<file path="src/rtl/safe_pkg.sv">
// Shared types and helpers for the combination-lock controller.
package safe_pkg;

    localparam int STATE_W   = 2;
    localparam int POP_MAX_W = 64;

    typedef enum logic [STATE_W-1:0] {
        ST_OPEN    = 2'd0,
        ST_LOCKED  = 2'd1,
        ST_CHECK   = 2'd2,
        ST_LOCKOUT = 2'd3
    } safe_state_t;

    // Counts set bits among the low 'width' bits of v; callers zero-extend narrower codes.
    function automatic logic [7:0] popcount(input logic [POP_MAX_W-1:0] v, input int width);
        logic [7:0] sum;
        sum = '0;
        for (int i = 0; i < POP_MAX_W; i++) begin
            if (i < width) begin
                sum = sum + 8'(v[i]);
            end
        end
        return sum;
    endfunction

endpackage

</file>
<file path="src/rtl/safe_lockout_timer.sv">
// Loadable down-counter that times the lockout; holds at zero once expired.
module safe_lockout_timer #(
    parameter int CW = 28
) (
    input  logic          clk,
    input  logic          reset,
    input  logic          load,
    input  logic          enable,
    input  logic [CW-1:0] load_val,
    output logic          zero
);

    logic [CW-1:0] count;

    always_ff @(posedge clk) begin
        if (reset) begin
            count <= '0;
        end else if (load) begin
            count <= load_val;
        end else if (enable && (count != '0)) begin
            count <= count - CW'(1);
        end
    end

    assign zero = (count == '0);

endmodule

</file>
<file path="src/rtl/safe_lock_core.sv">
// Combination-lock controller: stores a password, checks attempts, limits retries
// and enforces a timed lockout with an alarm flag.
module safe_lock_core
    import safe_pkg::*;
#(
    parameter int W              = 10,
    parameter int MAX_TRIES      = 3,
    parameter int LOCKOUT_CYCLES = 250_000_000,
    parameter int HINT_EN        = 1,
    localparam int HW            = $clog2(W + 1),
    localparam int TW            = $clog2(MAX_TRIES + 1)
) (
    input  logic               clk,
    input  logic               reset,
    input  logic               enter,
    input  logic [W-1:0]       code_in,
    output logic               locked,
    output logic               alarm,
    output logic [STATE_W-1:0] state,
    output logic [HW-1:0]      hint,
    output logic [TW-1:0]      tries_left,
    output logic               unlock_pulse,
    output logic               fail_pulse
);

    localparam int CW = (LOCKOUT_CYCLES > 1) ? $clog2(LOCKOUT_CYCLES) : 1;

    safe_state_t state_q;
    logic [W-1:0] password;
    logic [W-1:0] attempt;
    logic         enter_q;
    logic         press;
    logic         match;
    logic         last_try;
    logic         timer_load;
    logic         timer_en;
    logic         timer_zero;

    // enter_q resets high so a button held through reset release is not seen as a press.
    always_ff @(posedge clk) begin
        if (reset) begin
            enter_q <= 1'b1;
        end else begin
            enter_q <= enter;
        end
    end

    assign press    = enter & ~enter_q;
    assign match    = (attempt == password);
    assign last_try = (tries_left == TW'(1));

    assign timer_load = (state_q == ST_CHECK) && !match && last_try;
    assign timer_en   = (state_q == ST_LOCKOUT);

    safe_lockout_timer #(
        .CW(CW)
    ) u_timer (
        .clk     (clk),
        .reset   (reset),
        .load    (timer_load),
        .enable  (timer_en),
        .load_val(CW'(LOCKOUT_CYCLES - 1)),
        .zero    (timer_zero)
    );

    always_ff @(posedge clk) begin
        if (reset) begin
            state_q      <= ST_OPEN;
            password     <= '0;
            attempt      <= '0;
            tries_left   <= TW'(MAX_TRIES);
            unlock_pulse <= 1'b0;
            fail_pulse   <= 1'b0;
        end else begin
            unlock_pulse <= 1'b0;
            fail_pulse   <= 1'b0;
            case (state_q)
                ST_OPEN: begin
                    if (press) begin
                        password   <= code_in;
                        tries_left <= TW'(MAX_TRIES);
                        state_q    <= ST_LOCKED;
                    end
                end
                ST_LOCKED: begin
                    if (press) begin
                        attempt <= code_in;
                        state_q <= ST_CHECK;
                    end
                end
                ST_CHECK: begin
                    if (match) begin
                        unlock_pulse <= 1'b1;
                        tries_left   <= TW'(MAX_TRIES);
                        state_q      <= ST_OPEN;
                    end else begin
                        fail_pulse <= 1'b1;
                        tries_left <= tries_left - TW'(1);
                        state_q    <= last_try ? ST_LOCKOUT : ST_LOCKED;
                    end
                end
                ST_LOCKOUT: begin
                    // Presses here are dropped; the timer alone ends the lockout.
                    if (timer_zero) begin
                        tries_left <= TW'(MAX_TRIES);
                        state_q    <= ST_LOCKED;
                    end
                end
                default: state_q <= ST_OPEN;
            endcase
        end
    end

    assign state  = state_q;
    assign locked = (state_q != ST_OPEN);
    assign alarm  = (state_q == ST_LOCKOUT);

    generate
        if (HINT_EN != 0) begin : g_hint
            assign hint = (state_q == ST_LOCKED)
                        ? HW'(popcount(POP_MAX_W'(code_in ^ password), W))
                        : '0;
        end else begin : g_no_hint
            assign hint = '0;
        end
    endgenerate

endmodule

</file>
<file path="config.mk">
export PLATFORM = sky130hd
export DESIGN_NAME = safe_lock_core
export DESIGN_NICKNAME = d
export VERILOG_FILES = /design/src/rtl/safe_pkg.sv /design/src/rtl/safe_lockout_timer.sv /design/src/rtl/safe_lock_core.sv
export SDC_FILE = /design/constraint.sdc
export NUM_CORES = 1
export LEC_CHECK = 0
export ABC_AREA = 1
export CORE_MARGIN = 2
export CORE_UTILIZATION = 35
export DETAILED_ROUTE_END_ITERATION = 12
export GPL_TIMING_DRIVEN = 0
export HOLD_SLACK_MARGIN = 0.02
export PLACE_DENSITY_LB_ADDON = 0.1
export SYNTH_ARGS = -nofsm -noshare
export SYNTH_HDL_FRONTEND = slang
export SYNTH_SLANG_ARGS = --single-unit
export TNS_END_PERCENT = 20
</file>
<file path="constraint.sdc">
create_clock -name clk -period 9.1 [get_ports clk]
set_input_delay 2.73 -clock clk [delete_from_list [all_inputs] [get_ports clk]]
set_output_delay 2.73 -clock clk [all_outputs]
set_load 0.01 [all_outputs]
</file>
==> qor.yml, run 1 <==
outcome:
  status: "finished, final reports clean"
drt:
  dr.first_iter.drc_count: 126
  first_pass_iters: 4
  wl_per_cell_microns: 13.0
  ant_nets: 0
  avgViaCountPerCell: 4.61
  drc: 0
  drt-total-wl_microns: 8650
  dr_total_vias: 3077
worst_hold_path:
  worstHoldPathCells: 2
  min-delay-start: "attempt[6]$_SDFFE_PP0P_"
  hold_class: "register to register"
  min_to: "attempt[6]$_SDFFE_PP0P_"
sta:
  setup_tns_ns: 0
  finalClockSkew_ns: 0.0135
  drv_slew: 0
  relSlewSlack_pct: 64.5
  max_clock_freq_mhz: 113
  finalSetupViolations: 0
  grt_setup_unrepaired: "false"
  tightest_slew_ns: 0.532
  min_period_over_period_pct: 97.0
  finalHoldViolCount: 0
  fin_crit_ns: 8.83
clocking:
  clkSinkCount: 55
  clock_latency_ns: 0.33
  cts.root.buffer_cell: "clkbuf_8"
  cts_setup_buffers: 0
  tritoncts: "done"
  cts_buffers: 5
  htreeDepth: 2
  hold_buffers: 0
  clkSlewWorstSetupHoldPaths_ns: 0.10
  cts_buffer_depth: 2
placement:
  dpl_cell_area_sq_um: 3860
  gp_congestion: 0.869
  hpwl_microns: 6590
  port_buffers: 24
final_layout:
  multi_input_area_sq_um: 1960
  diodes: 0
  area_growth_pct: 14.2
  nets: 561
  register_area_sq_um: 1100
  final_area_sq_um: 3940
  drive_gt1_share_pct: 8.61
  final.fill_count: 1055
yosys:
  yosysWarningCount: 0
  synthCells: 502
  syn_area_per_cell_sq_um: 6.88
  syn_area_sq_um: 3450
  synth_top_flop_cell: "dfxtp_1"
  synth_edf_count: 0
  ys_types: 32
  ys_seq_area_share_pct: 31.9
  synth_seq_cells: 55
  async_reset_ff_share_pct: 0
  syn_nets: 530
global_route:
  antenna_found_initial: 0
  overflow: 0
  grt_max_degree: 19
  grt_pass1_vias: 2947
  grt_pass1_wl_microns: 14500
  track_usage_pct: 17.5
floorplanning:
  ios: 25
  fp.dieArea_sq_um: 10700
  die_y_microns: 103
  placeableCoreArea_sq_um: 9680
  start_util_pct: 35.7
  rows: 36
  dieWidth_microns: 103
setup_path:
  crit_path_end_kind: "output pin"
  worst_ep_required_time_ns: 6.37
  crit_chain: "clkdlybuf4s50_1 > xnor2_1 > fa_1 > inv_1 > fa_1 > inv_1 > fa_1 > inv_1 > ha_1 > inv_1 > fa_1 > nor2_1 > clkbuf_2"
  critical_path.startpoint_type: "primary input"
  r2r_start: "u_timer.count[0]$_SDFFE_PP0P_"
  crit_type: "primary input to output pin"
  timing.rr.end: "u_timer.count[15]$_SDFFE_PP0P_"
  cp_data_arrival_time_ns: 6.10
  critPathSlowestCell: "fa_1"
  critical_path.max_stage_delay_ns: 0.54
  crit_buf_inv: 6
  r2r_cells: 12
  cp_top_family: "adder cells"
  crit_fanout: 3
  regToRegSetupSlack_ns: 7.30
power_and_ir_drop:
  p_per_area_nw_per_um2: 137
  power_mw: 0.541
  p_leak_nw: 1.83
  ir_worst_vdd_mv: 0.0733
job:
  maxCapViolations: 0
placed cells by master (no fill, tap or decap), types with 5 or more instances in the layout:
cell | netlist | routed
a21oi_1 | 40 | 40
buf_6 | 5 | 5
clkbuf_1 | 6 | 6
clkbuf_8 | 0 | 5
clkdlybuf4s50_1 | 0 | 22
dfxtp_1 | 55 | 55
fa_1 | 6 | 6
ha_1 | 9 | 9
inv_1 | 74 | 74
nand2_1 | 109 | 109
nand2_2 | 5 | 5
nand3_1 | 39 | 39
nand4_1 | 7 | 7
nor2_1 | 53 | 53
nor2_2 | 6 | 6
nor2_4 | 6 | 6
o21ai_0 | 25 | 25
xnor2_1 | 15 | 15
xor2_1 | 11 | 11
layer usage:
layer	GRT usage, %	share of wire (%)	vias up
met2	29.9	47	48
met3	2.28	2.9	9
li1	-	-	1630
met5	0	0	-
met1	23.5	49	1390
met4	4.55	1.3	0
flip-flops by register name, summed over array words and instances (netlist names):
register       count
attempt           10
enter_q            1
fail_pulse         1
password          10
state              2
tries_left         2
u_timer.count     28
unlock_pulse       1
how the worst max path moves through the flow:
stage | start | endpoint | cells after the start | slack [ns]
2_1_floorplan | code_in[1] | hint[1] | 11 | 0.97
3_3_place_gp | code_in[1] | hint[1] | 13 | -0.13
3_5_place_dp | code_in[1] | hint[1] | 13 | -0.14
4_1_cts | code_in[1] | hint[1] | 13 | 0.11
5_1_grt | code_in[1] | hint[1] | 13 | 0.04
6_report | code_in[1] | hint[1] | 13 | 0.27
Yosys cell counts (2+ instances only):
| cell | count | area, sq um |
|---|---|---|
| nand2_1 | 109 | 409 |
| o21ai_1 | 4 | 20.0 |
| nor3_1 | 2 | 10.0 |
| fa_1 | 6 | 120 |
| nor2_4 | 6 | 67.6 |
| inv_2 | 3 | 11.3 |
| clkbuf_1 | 6 | 22.5 |
| nor2_2 | 6 | 37.5 |
| nor2_1 | 53 | 199 |
| nand4_1 | 7 | 43.8 |
| nand3_1 | 39 | 195 |
| xnor2_1 | 15 | 131 |
| a21oi_1 | 40 | 200 |
| buf_2 | 2 | 10.0 |
| o21bai_1 | 3 | 22.5 |
| buf_6 | 5 | 56.3 |
| nand2_4 | 2 | 22.5 |
| xor2_1 | 11 | 96.3 |
| nand3_2 | 2 | 20.0 |
| ha_1 | 9 | 113 |
| o21ai_0 | 25 | 125 |
| dfxtp_1 | 55 | 1100 |
| inv_1 | 74 | 278 |
| o211ai_1 | 2 | 15.0 |
| buf_4 | 2 | 15.0 |
| nand2_2 | 5 | 31.3 |
| nand3b_1 | 4 | 30.0 |
cells by family after synthesis:
logic type,after synthesis,synth area share [%]
xor+xnor,26,6.59
fa+ha+maj,15,6.74
buf+inv,93,11.5
compound gates,75,11.6
flops,55,31.9
simple gates,238,31.7
repair_timing:
item,4_1_cts,5_1_grt
resized for setup,2,4
gates cloned,0,0
endpoints found under the setup margin,2,2
worst register-to-register path: cells and delay by family (launching register included):
kind	cells	cell delay, ns
AO/OA/AOI/OAI	1	0.24
adder cells (fa/ha/maj)	1	0.16
buffers and inverters	3	0.34
flip-flops	1	0.34
AND/OR/NAND/NOR	7	0.63
final cells by class:
cell class                      instances  share of cell area [%]
Sequential cell                        55                    27.9
Inverter                               78                    7.43
Buffer                                 15                    2.63
Clock buffer                            5                    1.75
Tap cell                              133                    4.22
Timing Repair Buffer                   24                    5.84
Clock inverter                          3                   0.603
Multi-Input combinational cell        354                    49.6
power by group:
group,internal (mW),total (mW),switching (mW)
Combinational,0.0618,0.139,0.0768
Sequential,0.248,0.254,0.00640
Clock,0.0554,0.148,0.0929
through the flow:
stage,util (%),hold slack [ns],cells,setup WS (ns)
after floorplan,-,0.436,502,0.966
after global placement,39.9,0.444,659,-0.126
after detailed placement,39.9,0.451,659,-0.145
after CTS,40.8,0.467,667,0.108
after global routing,40.7,0.496,667,0.0444
final,40.7,0.464,667,0.275
Note: power is estimated with default switching activity, not from simulation.
==> inputs of run 2 (changes only) <==
SKIP_LAST_GASP = 1   (was default)
==> run 2 against run 1 <==
Net effect:
- worst setup slack got worse by 0.13 ns
- count of clock-buffer cells in the layout unchanged
- worst hold slack about the same
- cell area increased by 0.29%
- global-route usage unchanged
- first-iteration DRC count unchanged
==> qor.yml, run 2 (same netlist as run 1, synthesis figures left out) <==
drt:
  dr.first_iter.drc_count: 126  # unchanged
  dr_total_vias: 3072  # -0.16%
  first_pass_iters: 4  # unchanged
  ant_nets: 0  # unchanged
  wl_per_cell_microns: 12.9  # -0.39%
  drt-total-wl_microns: 8620  # -0.39%
  avgViaCountPerCell: 4.61  # -0.16%
  drc: 0  # unchanged
clocking:
  cts_setup_buffers: 0  # unchanged
  clock_latency_ns: 0.32  # about the same
  clkSinkCount: 55  # unchanged
  cts_buffers: 5  # unchanged
  cts.root.buffer_cell: "clkbuf_8"
  hold_buffers: 0  # unchanged
  clkSlewWorstSetupHoldPaths_ns: 0.10  # about the same
  tritoncts: "done"
  htreeDepth: 2  # unchanged
  cts_buffer_depth: 2  # unchanged
worst_hold_path:
  hold_class: "register to register"
final_layout:
  top_register: "u_timer.count"
  diodes: 0  # unchanged
  largest_reg_flops: 28  # unchanged
  reg_top3: "u_timer.count x28, attempt x10, password x10"
  final_common_cell: "nand2_1"
  drive_gt1_share_pct: 8.24  # -0.37 points
  mostFrequentLayoutCells: "nand2_1, inv_1, dfxtp_1"
  final.fill_count: 1054  # -0.095%
  instances_no_fill: 667  # unchanged
  area_growth_pct: 14.5
  nets: 561  # unchanged
setup_path:
  cp_top_family: "adder cells"
  crit_chain: "clkdlybuf4s50_1 > xnor2_1 > fa_1 > inv_1 > fa_1 > inv_1 > fa_1 > inv_1 > ha_1 > inv_1 > fa_1 > nor2_1 > dlygate4sd2_1"
  cp_data_arrival_time_ns: 6.23  # +0.13 ns
  crit_buf_inv: 6  # unchanged
  critPathSlowestCell: "fa_1"
  crit_fanout: 3  # unchanged
  crit_type: "primary input to output pin"
  worst_ep_required_time_ns: 6.37  # about the same
  critical_path.startpoint_type: "primary input"
  crit_path_end_kind: "output pin"
  regToRegSetupSlack_ns: 7.31  # about the same
  critical_path.max_stage_delay_ns: 0.55  # about the same
sta:
  setup_tns_ns: 0  # unchanged
  grt_setup_unrepaired: "true"
  relSlewSlack_pct: 64.5  # about the same
  finalSetupViolations: 0  # unchanged
  finalClockSkew_ns: 0.0100  # -0.00348 ns
  min_period_over_period_pct: 98.4  # +1.4 points
  max_clock_freq_mhz: 112  # -1.5%
  finalHoldViolCount: 0  # unchanged
  fin_crit_ns: 8.96  # +0.131 ns
  tightest_slew_ns: 0.532  # +0.0000281 ns
  drv_slew: 0  # unchanged
global_route:
  grt_pass1_wl_microns: 14500  # unchanged
  track_usage_pct: 17.5  # unchanged
  grt_max_degree: 19  # unchanged
  antenna_found_initial: 0  # unchanged
  overflow: 0  # unchanged
  grt_pass1_vias: 2947  # unchanged
floorplanning:
  fp.dieArea_sq_um: 10700  # unchanged
  rows: 36  # unchanged
  dieWidth_microns: 103  # unchanged
  placeableCoreArea_sq_um: 9680  # unchanged
  start_util_pct: 35.7  # unchanged
  ios: 25  # unchanged
  die_y_microns: 103  # unchanged
placement:
  gp_congestion: 0.869  # unchanged
  dp_cells: 659  # unchanged
  hpwl_microns: 6590  # unchanged
  port_buffers: 24  # unchanged
power_and_ir_drop:
  p_per_area_nw_per_um2: 137  # -0.41%
  p_leak_nw: 1.85  # +1.0%
  ir_worst_vdd_mv: 0.0752  # +2.6%
job:
  maxCapViolations: 0  # unchanged
outcome:
  status: "finished, final reports clean"
-- run 2: cell types whose count changed in the layout (fill, tap and decap cells not counted) --
cell,delta
clkbuf_2,-2
dlygate4sd2_1,+1
dlymetal6s2s_1,+1
-- run 2: power by group --
group,internal (mW),switching (mW)
clock network,0.0554,0.0907
logic,0.0634,0.0768
registers,0.248,0.00640
total,0.367,0.174
-- run 2: layout make-up --
cell class	instances	area [sq um]	share of cell area, %
plain buffers	15	104	2.63
clock buffers	5	68.8	1.74
clock inverters	3	23.8	0.601
inverters	78	293	7.41
multi-input cells	354	1960	49.5
flip-flops and latches	55	1100	27.8
well taps	133	166	4.21
repair buffers	24	241	6.11
-- run 2: path summary, 6_finish.rpt --
path                                               startpoint  cells past startpoint                             end
worst max-delay path                               code_in[1]                     13                         hint[1]
worst min-delay path                  attempt[6]$_SDFFE_PP0P_                      2         attempt[6]$_SDFFE_PP0P_
worst min register to register        attempt[6]$_SDFFE_PP0P_                      2         attempt[6]$_SDFFE_PP0P_
worst max register to register  u_timer.count[0]$_SDFFE_PP0P_                     12  u_timer.count[15]$_SDFFE_PP0P_
-- run 2: layer usage --
layer	vias to the layer above	global-route usage (%)	wire length, microns
met1	1384	23.5	4150
met4	0	4.55	80
li1	1632	-	-
met2	50	29.9	4100
met5	-	0	0
met3	6	2.28	283
-- run 2: metrics by stage --
| stage | hold slack, ns | utilization [%] | instance area, sq um | setup slack (ns) | power (mW) |
|---|---|---|---|---|---|
| final | 0.464 | 40.8 | 3950 | 0.144 | 0.540 |
| after global routing | 0.496 | 40.8 | 3950 | -0.0920 | 0.584 |
| after CTS | 0.467 | 40.8 | 3950 | -0.0949 | 0.553 |
| after detailed placement | 0.451 | 39.9 | 3860 | -0.145 | 0.405 |
| after global placement | 0.444 | 39.9 | 3860 | -0.126 | 0.403 |
| after floorplan | 0.436 | - | 3450 | 0.966 | 0.354 |
-- run 2: worst min-delay path: stages (launching register included) --
cell and delay, ns:
dfxtp_1 0.33, inv_1 0.05, a21oi_1 0.05
-- run 2: repair_timing --
item | CTS | global route
gates resized for setup | 1 | 1
setup endpoints to repair | 2 | 2
cloned | 0 | 0
==> inputs of run 3 (changes only) <==
PLACE_DENSITY_LB_ADDON = default   (was 0.1)
==> run 3 against run 2 <==
Net effect:
- global-route usage shrank 0.69 points
- power is 1.7% higher
- sequential power is essentially flat
- worst hold slack better by 0.0037 ns
- non-clock buffer count unchanged
- maximum frequency grew 0.35%
- flip-flop and latch count unchanged
- via count up 2.6%
- critical path type unchanged
- critical endpoint unchanged
- highest routed layer unchanged
==> qor.yml, run 3 (same netlist as run 1, synthesis figures left out) <==
setup_path:
  critical_path.max_stage_delay_ns: 0.55  # about the same
  crit_fanout: 3  # unchanged
  crit_path_end_kind: "output pin"
  cp_data_arrival_time_ns: 6.19  # -0.04 ns
  worst_ep_required_time_ns: 6.37  # about the same
  critPathSlowestCell: "fa_1"
  crit_type: "primary input to output pin"
  crit_chain: "clkdlybuf4s50_1 > xnor2_1 > fa_1 > inv_1 > fa_1 > inv_1 > fa_1 > inv_1 > ha_1 > inv_1 > fa_1 > nor2_1 > dlygate4sd2_1"
  critical_path.startpoint_type: "primary input"
floorplanning:
  rows: 36  # unchanged
  placeableCoreArea_sq_um: 9680  # unchanged
  fp.dieArea_sq_um: 10700  # unchanged
  die_y_microns: 103  # unchanged
  dieWidth_microns: 103  # unchanged
  ios: 25  # unchanged
  start_util_pct: 35.7  # unchanged
drt:
  drt-total-wl_microns: 8440  # -2.0%
  first_pass_iters: 5  # +1
  ant_nets: 0  # unchanged
  dr_total_vias: 3152  # +2.6%
  drc: 0  # unchanged
  wl_per_cell_microns: 12.7  # -2.0%
  avgViaCountPerCell: 4.73  # +2.6%
  dr.first_iter.drc_count: 112  # -11%
clocking:
  htreeDepth: 2  # unchanged
  clkSinkCount: 55  # unchanged
  clock_latency_ns: 0.33  # about the same
  tritoncts: "done"
  cts_buffers: 5  # unchanged
  clkSlewWorstSetupHoldPaths_ns: 0.11  # about the same
  hold_buffers: 0  # unchanged
  cts_buffer_depth: 2  # unchanged
  cts.root.buffer_cell: "clkbuf_8"
power_and_ir_drop:
  p_per_area_nw_per_um2: 138  # +1.3%
  ir_worst_vdd_mv: 0.0979  # +30%
  p_leak_nw: 1.87  # +0.71%
final_layout:
  top_register: "u_timer.count"
  reg_top3: "u_timer.count x28, attempt x10, password x10"
  drive_gt1_share_pct: 8.43  # +0.19 points
  nets: 561  # unchanged
  largest_reg_flops: 28  # unchanged
  post-route-util_pct: 41.0  # +0.18 points
  area_growth_pct: 15.0
  diodes: 0  # unchanged
  final_common_cell: "nand2_1"
  mostFrequentLayoutCells: "nand2_1, inv_1, dfxtp_1"
sta:
  finalSetupViolations: 0  # unchanged
  fin_hold_ws_ns: 0.468  # +0.00374 ns
  relSlewSlack_pct: 63.6  # -0.90 points
  drv_slew: 0  # unchanged
  finalHoldViolCount: 0  # unchanged
  tightest_slew_ns: 0.545  # +0.0135 ns
  finalClockSkew_ns: 0.00598  # -0.00403 ns
  max_clock_freq_mhz: 112  # +0.35%
  fin_crit_ns: 8.92  # -0.0315 ns
  min_period_over_period_pct: 98.1  # -0.35 points
  grt_setup_unrepaired: "false"
global_route:
  grt_pass1_vias: 2969  # +0.75%
  antenna_found_initial: 0  # unchanged
  grt_pass1_wl_microns: 14000  # -3.2%
  grt_max_degree: 19  # unchanged
  track_usage_pct: 16.9  # -0.69 points
  overflow: 0  # unchanged
placement:
  port_buffers: 24  # unchanged
  hpwl_microns: 6540  # -0.71%
  gp_congestion: 0.916  # +5.5%
outcome:
  status: "finished, final reports clean"
job:
  maxCapViolations: 0  # unchanged
worst_hold_path:
  hold_class: "register to register"
run 3: changes by cell type in the layout (fill, tap and decap cells not counted):
cell,change
inv_8,+1
clkinv_4,+1
clkbuf_8,+1
inv_6,-1
xor2_2,+1
clkinvlp_4,-2
xor2_1,-1
run 3: report_power, final:
group	internal [mW]	switching, mW	leakage (nW)
sequential	0.248	0.00661	0.445
combinational	0.0636	0.0767	1.37
clock	0.0644	0.0907	0.0533
run 3: layer usage:
| layer | global-route usage (%) | routed length (microns) | vias up |
|---|---|---|---|
| li1 | - | - | 1634 |
| met1 | 21.2 | 3820 | 1437 |
| met2 | 29.2 | 4070 | 68 |
| met3 | 3.97 | 415 | 13 |
| met4 | 4.35 | 140 | 0 |
| met5 | 0 | 0 | - |
run 3: worst paths after layout:
| check | start | end | slack (ns) | cells past startpoint |
|---|---|---|---|---|
| worst max-delay path | code_in[1] | hint[1] | 0.18 | 13 |
| worst min register to register | attempt[9]$_SDFFE_PP0P_ | attempt[9]$_SDFFE_PP0P_ | 0.47 | 2 |
| worst max register to register | u_timer.count[0]$_SDFFE_PP0P_ | u_timer.count[3]$_SDFFE_PP0P_ | 7.27 | 12 |
| worst min-delay path | attempt[9]$_SDFFE_PP0P_ | attempt[9]$_SDFFE_PP0P_ | 0.47 | 2 |
run 3: area by class of cell:
cell class | instances | area, sq um
Inverter | 78 | 293
Sequential cell | 55 | 1100
Timing Repair Buffer | 24 | 241
Multi-Input combinational cell | 354 | 1960
Clock buffer | 6 | 82.6
Tap cell | 133 | 166
Buffer | 15 | 104
Fill cell | 1030 | 5710
Clock inverter | 2 | 20.0
run 3: what timing repair did:
| item | CTS | global route |
|---|---|---|
| setup buffers | 0 | 0 |
| endpoints found under the setup margin | 2 | 1 |
| endpoints found under the hold margin | 0 | 0 |
| resized for setup | 2 | 1 |
run 3: per-stage QoR:
step           cell area (sq um)  setup TNS, ns  worst slack, ns  std cells  total power [mW]
6_report                    3970              0            0.175        667             0.550
5_1_grt                     3970              0           0.0123        667             0.585
4_1_cts                     3970         -0.102           -0.102        667             0.557
3_5_place_dp                3860         -0.243           -0.133        659             0.403
3_3_place_gp                3860         -0.197           -0.110        659             0.399
2_1_floorplan               3450              0            0.966        502             0.354
run 3: critical path, delay by kind of cell:
family	cells	cell delay [ns]
buffers and inverters	6	0.96
xor gates and xnor gates	1	0.17
and+or+nand+nor	1	0.12
adders and majority gates	5	2.21
